`src/rtl/chiptune_synth_if.sv`:
```
`default_nettype none
// +--------------------------------------------------------------------+
// | chiptune_synth_if : strobe inputs and audio/song outputs            |
// | Rev 1.0                                                             |
// +--------------------------------------------------------------------+
interface chiptune_synth_if;
    logic        sample_clk;
    logic        tick_clk;
    logic        audio_out;
    logic [12:0] audio_sample;
    logic [10:0] song_position;

    modport master (
        output sample_clk, tick_clk,
        input  audio_out, audio_sample, song_position
    );

    modport slave (
        input  sample_clk, tick_clk,
        output audio_out, audio_sample, song_position
    );
endinterface
`default_nettype wire

```
`src/rtl/chiptune_synth.sv`:
```
`default_nettype none
// +--------------------------------------------------------------------+
// | chiptune_synth : pattern ROM sequencer, lead/bass squares, optional |
// | noise drum (CHIPTUNE_DRUM_EN), mixer and sigma-delta audio pin.     |
// | Rev 1.0                                                             |
// +--------------------------------------------------------------------+
module chiptune_synth #(
    parameter int TICKS_PER_ROW = 7,
    parameter int SONG_LEN      = 1536,
    parameter int DECAY_TICKS   = 2
) (
    input  logic            clk,
    input  logic            rst_n,
    chiptune_synth_if.slave bus
);
    localparam int               c_TCW        = (TICKS_PER_ROW > 1) ? $clog2(TICKS_PER_ROW) : 1;
    localparam int               c_DCW        = (DECAY_TICKS > 1) ? $clog2(DECAY_TICKS) : 1;
    localparam logic [c_TCW-1:0] c_TICK_LAST  = c_TCW'(TICKS_PER_ROW - 1);
    localparam logic [c_DCW-1:0] c_DECAY_LAST = c_DCW'(DECAY_TICKS - 1);
    localparam logic [10:0]      c_POS_LAST   = 11'(SONG_LEN - 1);
    localparam logic [12:0]      c_MIDSCALE   = 13'd4096;

    function automatic logic [15:0] base_inc(input logic [3:0] semi);
        case (semi)
            4'd0:    base_inc = 16'd4359;
            4'd1:    base_inc = 16'd4618;
            4'd2:    base_inc = 16'd4893;
            4'd3:    base_inc = 16'd5184;
            4'd4:    base_inc = 16'd5492;
            4'd5:    base_inc = 16'd5818;
            4'd6:    base_inc = 16'd6164;
            4'd7:    base_inc = 16'd6531;
            4'd8:    base_inc = 16'd6919;
            4'd9:    base_inc = 16'd7331;
            4'd10:   base_inc = 16'd7767;
            4'd11:   base_inc = 16'd8229;
            default: base_inc = 16'd0;
        endcase
    endfunction

    // 16-row phrase; odd-parity sections of the song lift the lead an octave
    function automatic logic [6:0] lead_byte(input logic [3:0] idx);
        case (idx)
            4'd0:    lead_byte = 7'h49;
            4'd2:    lead_byte = 7'h54;
            4'd4:    lead_byte = 7'h50;
            4'd6:    lead_byte = 7'h54;
            4'd7:    lead_byte = 7'h0C;
            4'd8:    lead_byte = 7'h47;
            4'd10:   lead_byte = 7'h4B;
            4'd12:   lead_byte = 7'h52;
            4'd14:   lead_byte = 7'h47;
            4'd15:   lead_byte = 7'h0F;
            default: lead_byte = 7'h00;
        endcase
    endfunction

    function automatic logic [6:0] bass_byte(input logic [3:0] idx);
        case (idx)
            4'd2:    bass_byte = 7'h29;
            4'd6:    bass_byte = 7'h24;
            4'd10:   bass_byte = 7'h27;
            4'd12:   bass_byte = 7'h0C;
            4'd14:   bass_byte = 7'h22;
            default: bass_byte = 7'h00;
        endcase
    endfunction

    function automatic logic [12:0] amp(input logic [3:0] env, input logic positive);
        logic [12:0] mag;
        mag = {3'd0, env, 6'd0};
        amp = positive ? mag : 13'd0 - mag;
    endfunction

    // Returns {env, decay count}; a retrigger or note-off overrides decay
    function automatic logic [c_DCW+3:0] env_step(
        input logic retrig, input logic off, input logic tick,
        input logic [3:0] env, input logic [c_DCW-1:0] dcnt
    );
        env_step = {env, dcnt};
        if (retrig)
            env_step = {4'd15, {c_DCW{1'b0}}};
        else if (off)
            env_step = {4'd0, {c_DCW{1'b0}}};
        else if (tick) begin
            if (dcnt == c_DECAY_LAST)
                env_step = {(env == 4'd0) ? 4'd0 : env - 4'd1, {c_DCW{1'b0}}};
            else
                env_step = {env, dcnt + c_DCW'(1)};
        end
    endfunction

    logic [c_TCW-1:0] r_tick_cnt;
    logic [10:0]      r_pos;
    logic             r_first;
    logic [12:0]      r_sample;
    logic [12:0]      r_acc;
    logic             r_audio_out;

    logic             w_tick_wrap;
    logic             w_row_start;
    logic [10:0]      w_next_pos;
    logic [10:0]      w_row_addr;
    logic [6:0]       w_lead_base;
    logic [6:0]       w_note [2];
    logic [12:0]      w_amp  [2];
    logic [12:0]      w_drum_amp;

    assign w_tick_wrap = (r_tick_cnt == c_TICK_LAST);
    assign w_row_start = bus.tick_clk && (w_tick_wrap || r_first);
    assign w_next_pos  = (r_pos == c_POS_LAST) ? 11'd0 : r_pos + 11'd1;
    assign w_row_addr  = w_tick_wrap ? w_next_pos : r_pos;
    assign w_lead_base = lead_byte(w_row_addr[3:0]);
    assign w_note[0]   = ((^w_row_addr[10:4]) && (w_lead_base != 7'd0) && (w_lead_base[3:0] < 4'd12))
                         ? w_lead_base + 7'h10 : w_lead_base;
    assign w_note[1]   = bass_byte(w_row_addr[3:0]);

    always_ff @(posedge clk) begin
        if (!rst_n) begin
            r_tick_cnt <= '0;
            r_pos      <= '0;
            r_first    <= 1'b1;
        end else if (bus.tick_clk) begin
            r_first <= 1'b0;
            if (w_tick_wrap) begin
                r_tick_cnt <= '0;
                r_pos      <= w_next_pos;
            end else begin
                r_tick_cnt <= r_tick_cnt + c_TCW'(1);
            end
        end
    end

    for (genvar v = 0; v < 2; v++) begin : g_square
        logic [15:0]      r_phase;
        logic [15:0]      r_inc;
        logic [3:0]       r_env;
        logic [c_DCW-1:0] r_dcnt;
        logic             w_retrig;
        logic             w_off;

        assign w_retrig = w_row_start && (w_note[v] != 7'd0) && (w_note[v][3:0] <  4'd12);
        assign w_off    = w_row_start && (w_note[v] != 7'd0) && (w_note[v][3:0] >= 4'd12);
        assign w_amp[v] = amp(r_env, r_phase[15]);

        always_ff @(posedge clk) begin
            if (!rst_n) begin
                r_phase <= '0;
                r_inc   <= '0;
                r_env   <= '0;
                r_dcnt  <= '0;
            end else begin
                if (w_retrig) begin
                    r_phase <= '0;
                    r_inc   <= base_inc(w_note[v][3:0]) >> (3'd7 - w_note[v][6:4]);
                end else if (bus.sample_clk) begin
                    r_phase <= r_phase + r_inc;
                end
                {r_env, r_dcnt} <= env_step(w_retrig, w_off, bus.tick_clk, r_env, r_dcnt);
            end
        end
    end

`ifdef CHIPTUNE_DRUM_EN
    logic [14:0]      r_lfsr;
    logic [3:0]       r_drum_env;
    logic [c_DCW-1:0] r_drum_dcnt;
    logic [6:0]       w_drum_note;
    logic             w_drum_retrig;
    logic             w_drum_off;

    assign w_drum_note   = (w_row_addr[1:0] == 2'd2) ? 7'h01 :
                           (w_row_addr[3:0] == 4'd8) ? 7'h0C : 7'h00;
    assign w_drum_retrig = w_row_start && (w_drum_note != 7'd0) && (w_drum_note[3:0] <  4'd12);
    assign w_drum_off    = w_row_start && (w_drum_note != 7'd0) && (w_drum_note[3:0] >= 4'd12);
    assign w_drum_amp    = amp(r_drum_env, r_lfsr[0]);

    always_ff @(posedge clk) begin
        if (!rst_n) begin
            r_lfsr      <= 15'h7FFF;
            r_drum_env  <= '0;
            r_drum_dcnt <= '0;
        end else begin
            if (bus.sample_clk)
                r_lfsr <= {r_lfsr[13:0], r_lfsr[14] ^ r_lfsr[13]};
            {r_drum_env, r_drum_dcnt} <= env_step(w_drum_retrig, w_drum_off, bus.tick_clk,
                                                  r_drum_env, r_drum_dcnt);
        end
    end
`else
    assign w_drum_amp = 13'd0;
`endif

    // Mix wraps modulo 2^13; the legal range 1216..6976 never reaches the wrap
    always_ff @(posedge clk) begin
        if (!rst_n) begin
            r_sample    <= c_MIDSCALE;
            r_acc       <= '0;
            r_audio_out <= 1'b0;
        end else begin
            if (bus.sample_clk)
                r_sample <= c_MIDSCALE + w_amp[0] + w_amp[1] + w_drum_amp;
            {r_audio_out, r_acc} <= {1'b0, r_acc} + {1'b0, r_sample};
        end
    end

    assign bus.audio_sample  = r_sample;
    assign bus.audio_out     = r_audio_out;
    assign bus.song_position = r_pos;
endmodule
`default_nettype wire

```
`src/flat_wrapper.sv`:
```
// flat-port wrapper written by rule: the top's interface ports become plain ports
module chiptune_synth_flat 
#(
    parameter int TICKS_PER_ROW = 7,
    parameter int SONG_LEN      = 1536,
    parameter int DECAY_TICKS   = 2
)
  (clk, rst_n, bus_sample_clk, bus_tick_clk, bus_audio_out, bus_audio_sample, bus_song_position);
  chiptune_synth_if bus_i ();
  input  logic clk;
  input  logic rst_n;
  input wire logic [$bits(bus_i.sample_clk)-1:0] bus_sample_clk;
  input wire logic [$bits(bus_i.tick_clk)-1:0] bus_tick_clk;
  output wire logic [$bits(bus_i.audio_out)-1:0] bus_audio_out;
  output wire logic [$bits(bus_i.audio_sample)-1:0] bus_audio_sample;
  output wire logic [$bits(bus_i.song_position)-1:0] bus_song_position;
  assign bus_i.sample_clk = bus_sample_clk;
  assign bus_i.tick_clk = bus_tick_clk;
  assign bus_audio_out = bus_i.audio_out;
  assign bus_audio_sample = bus_i.audio_sample;
  assign bus_song_position = bus_i.song_position;
  chiptune_synth #(.TICKS_PER_ROW(TICKS_PER_ROW), .SONG_LEN(SONG_LEN), .DECAY_TICKS(DECAY_TICKS)) u_core (.clk(clk), .rst_n(rst_n), .bus(bus_i));
endmodule
```
`config.mk`:
```
export PLATFORM = sky130hd
export DESIGN_NAME = chiptune_synth_flat
export DESIGN_NICKNAME = d
export VERILOG_FILES = /design/src/rtl/chiptune_synth_if.sv /design/src/rtl/chiptune_synth.sv /design/src/flat_wrapper.sv
export SDC_FILE = /design/constraint.sdc
export NUM_CORES = 1
export LEC_CHECK = 0
export ABC_AREA = 1
export ABC_CLOCK_PERIOD_IN_PS = 4000
export BUFFER_PORTS_ARGS = -buffer_cell sky130_fd_sc_hd__buf_2
export CAP_MARGIN = 15
export CORE_UTILIZATION = 52
export CTS_BUF_LIST = sky130_fd_sc_hd__clkbuf_8 sky130_fd_sc_hd__clkbuf_16
export CTS_CLUSTER_SIZE = 40
export DETAILED_ROUTE_END_ITERATION = 8
export GPL_TIMING_DRIVEN = 1
export PLACE_DENSITY_LB_ADDON = 0.25
export SLEW_MARGIN = 10
export SYNTH_ARGS = -nofsm -noshare
export SYNTH_HDL_FRONTEND = slang
export SYNTH_SLANG_ARGS = --single-unit
export TNS_END_PERCENT = 5
```
`constraint.sdc`:
```
create_clock -name clk -period 4 [get_ports clk]
set_clock_uncertainty 0.15 [all_clocks]
set_input_delay 0.8 -clock clk [delete_from_list [all_inputs] [get_ports clk]]
set_output_delay 0.8 -clock clk [all_outputs]
set_load 0.01 [all_outputs]
```
==> Yosys cells after proc, flatten, opt, wreduce, memory -nomap -nowiden <==
Memory sizes are Yosys's and may differ from the RTL's.
Cells that the tools add are included.
{ "totals": {"out_inout_bits": 25, "mem_bits_ro": 544, "in_bits": 4, "n_memories": 3, "word_cells": 95, "register_bits": 116} }
{ "classes": {"n_addsub": 16, "bitwise_logic": 1, "n_eq_ne": 7, "n_mux": 21, "n_lt_le_gt_ge": 5, "n_reduce_logical": 26, "shift": 2} }
{ "memory_table": {"columns": ["memory", "words", "width", "rd", "rd_ports_with_merged_regs", "write_ports", "line_no", "rtl"], "rows": [
  ["(name not given)", 16, 14, 1, 0, 0, "chiptune_synth.sv:24", "case (semi)"],
  ["(name not given)", 16, 14, 1, 0, 0, "chiptune_synth.sv:24", null],
  ["(name not given)", 16, 6, 1, 0, 0, "chiptune_synth.sv:43", "case (idx)"]
]} }
{ "ops": {"columns": ["op", "count"], "rows": [
  ["two-way mux 16 bit", 4],
  ["two-way mux 5 bit", 8],
  ["adder 16 bit", 2],
  [">> shifter 16 x 3 -> 16 bit", 2],
  ["case mux 6 bit (5 select lines)", 1],
  ["two-way mux 13 bit", 2],
  ["two-way mux 11 bit", 2],
  ["subtractor 1 x 10 -> 11 bit (first input constant)", 2],
  ["nonzero test 7 bit", 3],
  ["adder 13 x 13 -> 14 bit", 1],
  ["adder 13 bit", 1],
  ["adder 13 bit (first input constant)", 1],
  ["equality test 4 bit (second input constant)", 3],
  ["less-than comparator 4 bit (second input constant)", 3],
  ["nonzero test 3 bit", 4],
  ["adder 11 x 1 -> 11 bit (second input constant)", 1],
  ["equality test 11 bit (second input constant)", 1],
  ["logical AND 1 bit", 9],
  [">= comparator 4 bit (second input constant)", 2],
  ["zero test 4 bit", 2],
  ["two-way mux 4 bit", 2],
  ["subtractor 4 x 1 -> 4 bit (second input constant)", 2],
  ["adder 7 x 5 -> 7 bit (second input constant)", 1],
  ["two-way mux 7 bit", 1],
  ["other kinds (14)", 18]
]} }

==> Logic depth before layout (Yosys ltp) <==
Gate-level depths: netlist of the first run.
An unclocked memory read counts as a cell.
{ "logic_depth": {"ltp_word": 14, "ltp_mapped": 26, "ltp_nobuf": 26} }

==> Worst setup path before layout of the first run <==
No wires, ideal clock.
{ "synth_timing": {"path_kind": "register to register", "startpoint": "register u_core.r_pos[0], in the netlist u_core.bus.song_position[0]", "endpoint": "register u_core.g_square[0].r_inc[5]", "path_buffers": 1, "setup_time_ns": 0.128, "path_stages_with_launch": 20, "slack_ns": 0.737, "synth_period_minus_slack_ns": 3.263, "arrival_time_ns": 2.985, "t_required_ns": 3.722, "cell_sequence": "dfxtp_1 -> inv_1 -> nor2_1 -> nand3_2 -> or2_2 -> o21ai_0 -> nand3_1 -> xor2_1 -> xor2_1 -> xor2_1 -> nand3_1 -> ha_1 -> buf_1 -> nand3_1 -> nand2_1 -> nand2_1 -> nand3_1 -> nand2_1 -> nor2_1 -> nor2_1"} }
{ "synth_between": {"elab_chain_len": 12, "elab_cells_between_ends": 21, "classes_between": "add/sub: 3; order compare: 2; eq/ne: 1; shift: 1; mux: 5; reduce/logical: 7; memory: 2"} }
{ "synth_lines": {"columns": ["item", "line_no", "rtl"], "rows": [
  ["start, declared", "chiptune_synth.sv:94", "logic [10:0] r_pos;"],
  ["start signal, assigned", "chiptune_synth.sv:127", "r_pos <= w_next_pos;"],
  ["adder 11 x 1 -> 11 bit / equality test 11 bit (equally long branches)", "chiptune_synth.sv:111", "assign w_next_pos = (r_pos == c_POS_LAST) ? 11'd0 : r_pos + 11'd1;"],
  ["two-way mux 11 bit", "chiptune_synth.sv:111", null],
  ["two-way mux 11 bit *", "chiptune_synth.sv:112", "assign w_row_addr = w_tick_wrap ? w_next_pos : r_pos;"],
  ["parallel branches: the longest is 4 deep, another holds adder 7 x 5 -> 7 bit", null, null],
  ["two-way mux 7 bit *", "chiptune_synth.sv:115", "? w_lead_base + 7'h10 : w_lead_base;"],
  ["memory (16 x 14 bit)", null, null],
  ["two-way mux 16 bit", "chiptune_synth.sv:153", "if (w_retrig) begin"],
  ["two-way mux 16 bit", "chiptune_synth.sv:147", "if (!rst_n) begin"],
  [">> shifter 16 x 3 -> 16 bit", "chiptune_synth.sv:155", "r_inc <= base_inc(w_note[v][3:0]) >> (3'd7 - w_note[v][6:4]);"],
  ["end signal, assigned", "chiptune_synth.sv:155", null],
  ["end, declared", "chiptune_synth.sv:136", "logic [15:0] r_inc;"]
]} }
Mark *: on every way between the ends. The select of a mux whose other input is x is not followed.
A chain may end at the register's enable or synchronous reset.

==> Worst setup path after layout of the first run <==
{ "layout_timing": {"startpoint": "register u_core.r_pos[0], in the netlist u_core.bus.song_position[0]", "endpoint": "register u_core.g_square[0].r_inc[8]"} }
Same word-level chain as after synthesis.

==> flow_summary.json, run 1 <==
{
  "pwr_density_cell_nw_per_um2": 418,
  "vias": 5951,
  "diodes": 0,
  "leakagePower_nw": 3.33,
  "syn-cell-area_um2": 6720,
  "cts_tree": "built",
  "root_buffer": "clkbuf_16",
  "vdd_ir_drop_max_v": 0.000332,
  "yosysWarnings": 0,
  "power.internal_mw": 1.98,
  "required_ns": 4.13,
  "syn_inst": 952,
  "h-tree-depth": 3,
  "pwr-share-comb_pct": 32.4,
  "cp_max_fo": 14,
  "layout_min_cycle_time_ns": 3.67,
  "busiest_layer": "met2",
  "place_ws_ns": 0.308,
  "numCtsBuffers": 9,
  "ios": 29,
  "clk_latency_ns": 0.35,
  "worst-setup-path-type": "reg2reg",
  "synth_area_leaders": "dfxtp_1 (28%), ha_1 (11%), nand2_1 (11%), nand3_1 (6.6%), inv_1 (6.0%)",
  "design_area_um2": 7270,
  "synthToLayoutAreaGrowth_pct": 8.14,
  "swShare_pct": 34.9,
  "setup_ws_ns": 0.334,
  "fin_crit_sh_pct": 91.6,
  "place_congestion": 0.912,
  "first_pass_iters": 5,
  "grt_start_max_net_pins": 35,
  "critPathLaunchType": "flip-flop",
  "die_area_um2": 13400,
  "routed_via_density": 5.21,
  "endpoint_kind": "flip-flop",
  "whs_path_depth": 2,
  "clockPowerShare_pct": 31.3,
  "grt_usage_pct": 22.7,
  "io_buffers": 22,
  "maxSlewViolCount": 0,
  "instances_no_fill": 1142,
  "antenna_found_initial": 0,
  "grtUsageMet3_pct": 4.86,
  "placed_area_um2": 6930,
  "slew_headroom_pct": 60.5,
  "grt_overflow": 0,
  "synth.distinct_cells": 55,
  "grt_pass1_wl_um": 24300,
  "drive_gt1_share_pct": 11.9,
  "p_switching_mw": 1.06,
  "maxCapViolations": 0,
  "ys_seq_area_share_pct": 28.3,
  "cts_num_sinks": 95,
  "die_h_um": 116,
  "ant_nets": 0,
  "drt_wl_total_um": 14100,
  "met2_usage_pct": 36.9,
  "synth_edf_count": 0,
  "fin_nets": 1030,
  "timing.fmax_mhz": 273,
  "status": "finished clean",
  "dp_cells": 1126,
  "final_hold_viol_count": 0,
  "core-area_um2": 12600,
  "post_cts_buffers": 0,
  "grt_pass1_vias": 5315,
  "synth_seq_cells": 95,
  "seq_power_share_pct": 36.3,
  "synth-main-ff-cell": "dfxtp_1",
  "postSynthAreaPerCell_um2": 7.06,
  "drtIter0Drc": 356,
  "tightestPinTransition_ns": 0.586,
  "use_met1_pct": 30.2,
  "hold_buffers": 0,
  "yosys.area.top_type": "dfxtp_1",
  "die_w_um": 116,
  "critPathArrivalTime_ns": 3.79,
  "synth_async_sr_flop_share_pct": 0,
  "r2r_cells": 20,
  "hpwlAfterDp_um": 10600,
  "rsz0062_at_grt": "yes",
  "yosysTopAreaCellShare_pct": 28.3,
  "setup_violations": 0,
  "initial_core_util_pct": 53.3,
  "remaining_drc_errors": 0,
  "core.rowCount": 41,
  "drt-wirelength-per-cell_um": 12.4,
  "hold_path.class": "reg2reg",
  "cts.clk_slew.worst_paths_ns": 0.06,
  "cts_buffer_depth": 2,
  "num-fill-cells": 1252
}
critical path, cell delays in order, from the launching register on:
cell and delay, ns:
dfxtp_1 0.37, inv_1 0.09, nor2_1 0.21, nand3_2 0.15, or2_2 0.30, o21ai_0 0.15, nand3_1 0.13, xor2_1 0.19
xor2_1 0.20, xor2_1 0.24, nand3_1 0.13, ha_1 0.21, nand2_1 0.08, nand2_1 0.07, inv_1 0.18, nand2_8 0.15
nor2_8 0.18, nand2_1 0.10, inv_2 0.12, nand3_1 0.10, o21ai_1 0.09
power groups by stage:
| stage | sequential, mW | combinational (mW) | clock (mW) |
|---|---|---|---|
| final | 1.10 | 0.982 | 0.951 |
| after global routing | 1.11 | 1.12 | 1.01 |
| after CTS | 1.10 | 0.978 | 0.975 |
| after detailed placement | 1.12 | 0.968 | 0 |
| after global placement | 1.12 | 0.962 | 0 |
| after floorplan | 1.12 | 0.785 | 0 |
placed cells by master, fill, tap and decap left out, drive strengths merged, types with 2 or more instances in the layout:
master | Yosys | routed
xor2 | 23 | 23
nor3 | 11 | 11
nand4 | 7 | 7
clkbuf | 16 | 11
ha | 57 | 57
bufinv | 0 | 2
a211oi | 11 | 11
inv | 117 | 120
nand3 | 97 | 97
a21oi | 85 | 85
fa | 4 | 4
xnor2 | 8 | 8
buf | 14 | 27
o211ai | 7 | 7
clkinv | 3 | 2
dfxtp | 95 | 95
nand2 | 204 | 204
o21ai | 78 | 78
nor4 | 2 | 2
a31oi | 2 | 2
or2 | 3 | 3
o31ai | 2 | 2
nor2 | 95 | 95
a22o | 2 | 2
conb | 1 | 6
cell usage after synthesis, types with 2 or more instances:
master and n:
o21ai_2 9, o211ai_1 7, nor2_1 84, buf_2 2, nor2_4 8, nand4_1 7, nand2_1 188, a22o_1 2
clkbuf_1 16, nand2_2 10, o21ai_1 4, inv_4 2, xnor2_1 8, buf_1 2, a211oi_1 10, nand2_4 4
o21ai_0 64, a21oi_1 76, nor3_1 9, inv_2 8, nand3_2 7, nor2_2 2, fa_1 4, xor2_1 23
inv_1 107, a31oi_1 2, o31ai_1 2, or2_2 3, buf_6 3, nand2_8 2, buf_4 6, nand3_1 89
clkinv_1 2, a21oi_2 8, nor4_1 2, dfxtp_1 95, ha_1 57
through the flow:
| step | hold WS, ns | power [mW] | TNS [ns] | utilization, % |
|---|---|---|---|---|
| final | 0.308 | 3.03 | 0 | 57.6 |
| after global routing | 0.341 | 3.24 | -0.0199 | 57.6 |
| after CTS | 0.307 | 3.06 | 0 | 57.6 |
| after detailed placement | 0.296 | 2.09 | 0 | 54.9 |
| after global placement | 0.296 | 2.08 | 0 | 54.9 |
| after floorplan | 0.275 | 1.90 | 0 | - |
registers in the layout, summed over array words and instances (netlist names):
signal	count
u_core.g_square.r_dcnt	2
u_core.r_acc	7
u_core.bus.song_position	11
u_core.g_square.r_inc	23
u_core.bus.audio_sample	7
u_core.bus.audio_out	1
u_core.r_first	1
u_core.g_square.r_phase	32
u_core.r_tick_cnt	3
u_core.g_square.r_env	8
cell families (layout without fill, tap and decap cells):
family	after synthesis	after routing	synth area share, %
buffers and inverters	150	163	9.35
AO/OA/AOI/OAI	193	193	16.9
flip-flops	95	95	28.3
XOR/XNOR	31	31	4.04
other	1	6	0.0558
adder cells (fa/ha/maj)	61	61	11.8
AND/OR/NAND/NOR	421	421	29.5
final timing paths:
check	start	endpoint	slack (ns)
min reg2reg	u_core.g_square[1].r_inc[2]$_SDFFE_PN0P_	u_core.g_square[1].r_inc[2]$_SDFFE_PN0P_	0.31
min	u_core.g_square[1].r_inc[2]$_SDFFE_PN0P_	u_core.g_square[1].r_inc[2]$_SDFFE_PN0P_	0.31
max	u_core.bus.song_position[0]$_SDFFE_PN0P_	u_core.g_square[0].r_inc[8]$_SDFFE_PN0P_	0.33
max reg2reg	u_core.bus.song_position[0]$_SDFFE_PN0P_	u_core.g_square[0].r_inc[8]$_SDFFE_PN0P_	0.33
what timing repair did:
item / CTS / global route
setup endpoints to repair: 0 / 10
hold endpoints to repair: 0 / 0
resized for setup: 0 / 2
per-layer routing:
metal | wire, um | part of all wire, %
met5 | 0 | 0
met4 | 167 | 1.2
met3 | 567 | 4.0
met2 | 6280 | 44
met1 | 7110 | 50
area by class of cell:
class | count | area (um^2) | share of cell area [%]
Clock buffer | 11 | 253 | 3.48
Clock inverter | 5 | 80.1 | 1.10
Inverter | 120 | 458 | 6.30
Multi-Input combinational cell | 712 | 4210 | 58.0
Sequential cell | 95 | 1900 | 26.2
Tap cell | 172 | 215 | 2.96
Timing Repair Buffer | 27 | 148 | 2.03
Power figures use the tool's default switching activity.
==> run 2, diff against run 1 <==
--- a/config.mk
+++ b/config.mk
@@ -7,5 +7,5 @@
 export LEC_CHECK = 0
 export ABC_AREA = 1
-export ABC_CLOCK_PERIOD_IN_PS = 4000
+export ABC_CLOCK_PERIOD_IN_PS = 3000
 export BUFFER_PORTS_ARGS = -buffer_cell sky130_fd_sc_hd__buf_2
 export CAP_MARGIN = 15
==> constraint.sdc (replaced) <==
create_clock -name clk -period 3 [get_ports clk]
set_clock_uncertainty 0.15 [all_clocks]
set_input_delay 0.6 -clock clk [delete_from_list [all_inputs] [get_ports clk]]
set_output_delay 0.6 -clock clk [all_outputs]
set_load 0.005 [all_outputs]
==> run 2 against run 1 <==
Net effect:
- the run now ends with design-rule violations, negative setup slack left
- maximum frequency is 14% higher
- critical path depth unchanged
- first-iteration DRC count is 20% lower
- die area is the same
- hold slack improved by 0.0039 ns
- register-to-register slack worse by 0.55 ns
- clock power up 22%
- final cell count grew 8.8%
- via count increased by 7.2%
- clock-buffer cell count fell by 2
- critical endpoint is now u_core.g_square[0].r_inc[0]$_SDFFE_PN0P_
- largest cell class unchanged
- largest power group is now combinational cells
==> flow_summary.json, run 2 (same netlist as run 1, synthesis figures left out) <==
{
  "routed_via_density": 5.14,
  "violations": "design-rule violations, negative setup slack",
  "antenna_found_initial": 0,
  "cts_tree": "built",
  "worstReg2RegStart": "u_core.bus.song_position[1]$_SDFFE_PN0P_",
  "hpwlAfterDp_um": 11400,
  "worst-setup-path-type": "reg2reg",
  "crit_path_frequent_cell": "nand2_1",
  "hold_path.class": "reg2reg",
  "layout_commonest_cell": "nand2_1",
  "grt_overflow": 0,
  "fin_nets": 1130,
  "slew_headroom_pct": 44.6,
  "critPathArrivalTime_ns": 3.36,
  "critPathLaunchType": "flip-flop",
  "setup_violations": 31,
  "instances_no_fill": 1242,
  "synthToLayoutAreaGrowth_pct": 23.6,
  "num-fill-cells": 1091,
  "vias": 6379,
  "leakagePower_nw": 3.85,
  "cts_num_sinks": 95,
  "cp.depth": 20,
  "die_h_um": 116,
  "reg2reg_slack_ns": -0.22,
  "slowest_stage": "dfxtp_4",
  "final_hold_viol_count": 0,
  "core.rowCount": 41,
  "slowest_delay_ns": 0.38,
  "drt-wirelength-per-cell_um": 12.4,
  "tightestPinTransition_ns": 0.826,
  "root_buffer": "clkbuf_16",
  "critPathBufInv": 3,
  "rsz0062_at_grt": "yes",
  "hold_end": "u_core.g_square[1].r_phase[6]$_SDFFE_PP0P_",
  "total_power_mw": 4.21,
  "io_buffers": 22,
  "crit_chain": "ha_4 > nand3_4 > nor2_4 > inv_2 > nor2_2 > xor2_2 > xor2_1 > xor2_1 > xor2_1 > nand3_2 > inv_1 > ha_4 > clkinvlp_4 > a21oi_1 > nand2_1 > nand2_1 > nand2_1 > nand2_1 > nor2_2 > nor2_1",
  "dp_cells": 1213,
  "whs_path_depth": 2,
  "top_register": "u_core.g_square.r_phase",
  "fin_crit_sh_pct": 107,
  "cp_max_fo": 7,
  "core-area_um2": 12600,
  "r2r_cells": 20,
  "ios": 29,
  "place_congestion": 0.896,
  "grt_usage_pct": 23.6,
  "status": "finished with violations",
  "startpoint": "u_core.bus.song_position[1]$_SDFFE_PN0P_",
  "initial_core_util_pct": 53.3,
  "vdd_ir_drop_max_v": 0.000350,
  "grt_pass1_wl_um": 25300,
  "ant_nets": 0,
  "required_ns": 3.14,
  "endpoint_kind": "flip-flop",
  "grt_pass1_vias": 5708,
  "largest_register_ffs": 32,
  "min_from": "u_core.g_square[1].r_phase[6]$_SDFFE_PP0P_",
  "numCtsBuffers": 9,
  "remaining_drc_errors": 2,
  "hold_buffers": 0,
  "first_pass_iters": 7,
  "r2r-end": "u_core.g_square[0].r_inc[0]$_SDFFE_PN0P_",
  "crit_family": "simple AND/OR/NAND/NOR gates",
  "pwr_density_cell_nw_per_um2": 506,
  "drt_wl_total_um": 15400,
  "maxCapViolations": 0,
  "timing.fmax_mhz": 311,
  "setup_ws_ns": -0.217,
  "drive_gt1_share_pct": 25.1,
  "diodes": 0,
  "clk_latency_ns": 0.36,
  "maxSlewViolCount": 0,
  "drtIter0Drc": 284,
  "die_w_um": 116,
  "grt_start_max_net_pins": 35,
  "layout_min_cycle_time_ns": 3.22,
  "cts.clk_slew.worst_paths_ns": 0.08,
  "die_area_um2": 13400,
  "final_cell_mix": "nand2_1 (182), inv_1 (100), buf_4 (92)",
  "cts_buffer_depth": 2,
  "h-tree-depth": 3
}
==> run 2: cell types whose count changed in the layout (fill, tap and decap cells not counted), sizes merged <==
cell      before  now
buf           27  126
clkinv         2    5
bufinv         2    0
clkbuf        11    9
clkinvlp       1    3
==> run 2: power by group <==
| part | switching (mW) | total [mW] | internal, mW |
|---|---|---|---|
| combinational | 0.916 | 1.57 | 0.658 |
| clock | 0.569 | 1.16 | 0.592 |
| sequential | 0.0835 | 1.47 | 1.39 |
| total | 1.57 | 4.21 | 2.64 |
==> run 2: cell type report <==
type / instances / area [um^2] / area share, %
clock buffer: 9 / 225 / 2.71
clock inverter: 7 / 75.1 / 0.903
inverter: 120 / 479 / 5.77
multi-input combinational: 712 / 4440 / 53.4
sequential: 95 / 1920 / 23.1
tap: 172 / 215 / 2.59
timing repair buffer: 126 / 948 / 11.4
timing repair inverter: 1 / 7.51 / 0.0903
==> run 2: worst max path at each step <==
stage / slack (ns) / end
2_1_floorplan: 0.02 / u_core.g_square[0].r_inc[6]$_SDFFE_PN0P_
3_3_place_gp: -0.20 / u_core.g_square[0].r_inc[6]$_SDFFE_PN0P_
3_5_place_dp: -0.22 / u_core.g_square[0].r_inc[7]$_SDFFE_PN0P_
4_1_cts: -0.11 / u_core.g_square[0].r_inc[3]$_SDFFE_PN0P_
5_1_grt: -0.40 / u_core.g_square[0].r_inc[0]$_SDFFE_PN0P_
6_report: -0.22 / u_core.g_square[0].r_inc[0]$_SDFFE_PN0P_
==> run 2: repair_timing <==
item | 4_1_cts | 5_1_grt
endpoints found under the setup margin | 35 | 64
gates cloned | 1 | 0
resized for setup | 38 | 38
pin swaps | 15 | 10
buffers inserted | 7 | 5
==> run 2: per-stage QoR <==
step / TNS [ns] / setup WS (ns) / area [um^2] / util (%) / hold WS (ns)
after detailed placement: -5.17 / -0.225 / 7630 / 60.4 / 0.302
after global placement: -3.81 / -0.198 / 7630 / 60.4 / 0.297
after CTS: -1.27 / -0.106 / 8130 / 64.4 / 0.313
after floorplan: 0 / 0.0178 / 6780 / - / 0.275
after global routing: -9.40 / -0.402 / 8310 / 65.8 / 0.335
final: -3.58 / -0.217 / 8310 / 65.8 / 0.312
==> run 2: worst min-delay path: cells and delay by family, from the launching register on <==
kind             cells  cell delay [ns]
AO/OA/AOI/OAI        1             0.05
flip-flops           1             0.32
AND/OR/NAND/NOR      1             0.06
==> run 2: layer usage <==
metal	GRT usage [%]	part of all wire [%]	up-vias
met3	4.03	3.1	17
met4	7.52	1.6	0
met5	0	0	-
li1	-	-	3364
met2	41.2	48	100
met1	29.7	47	2898
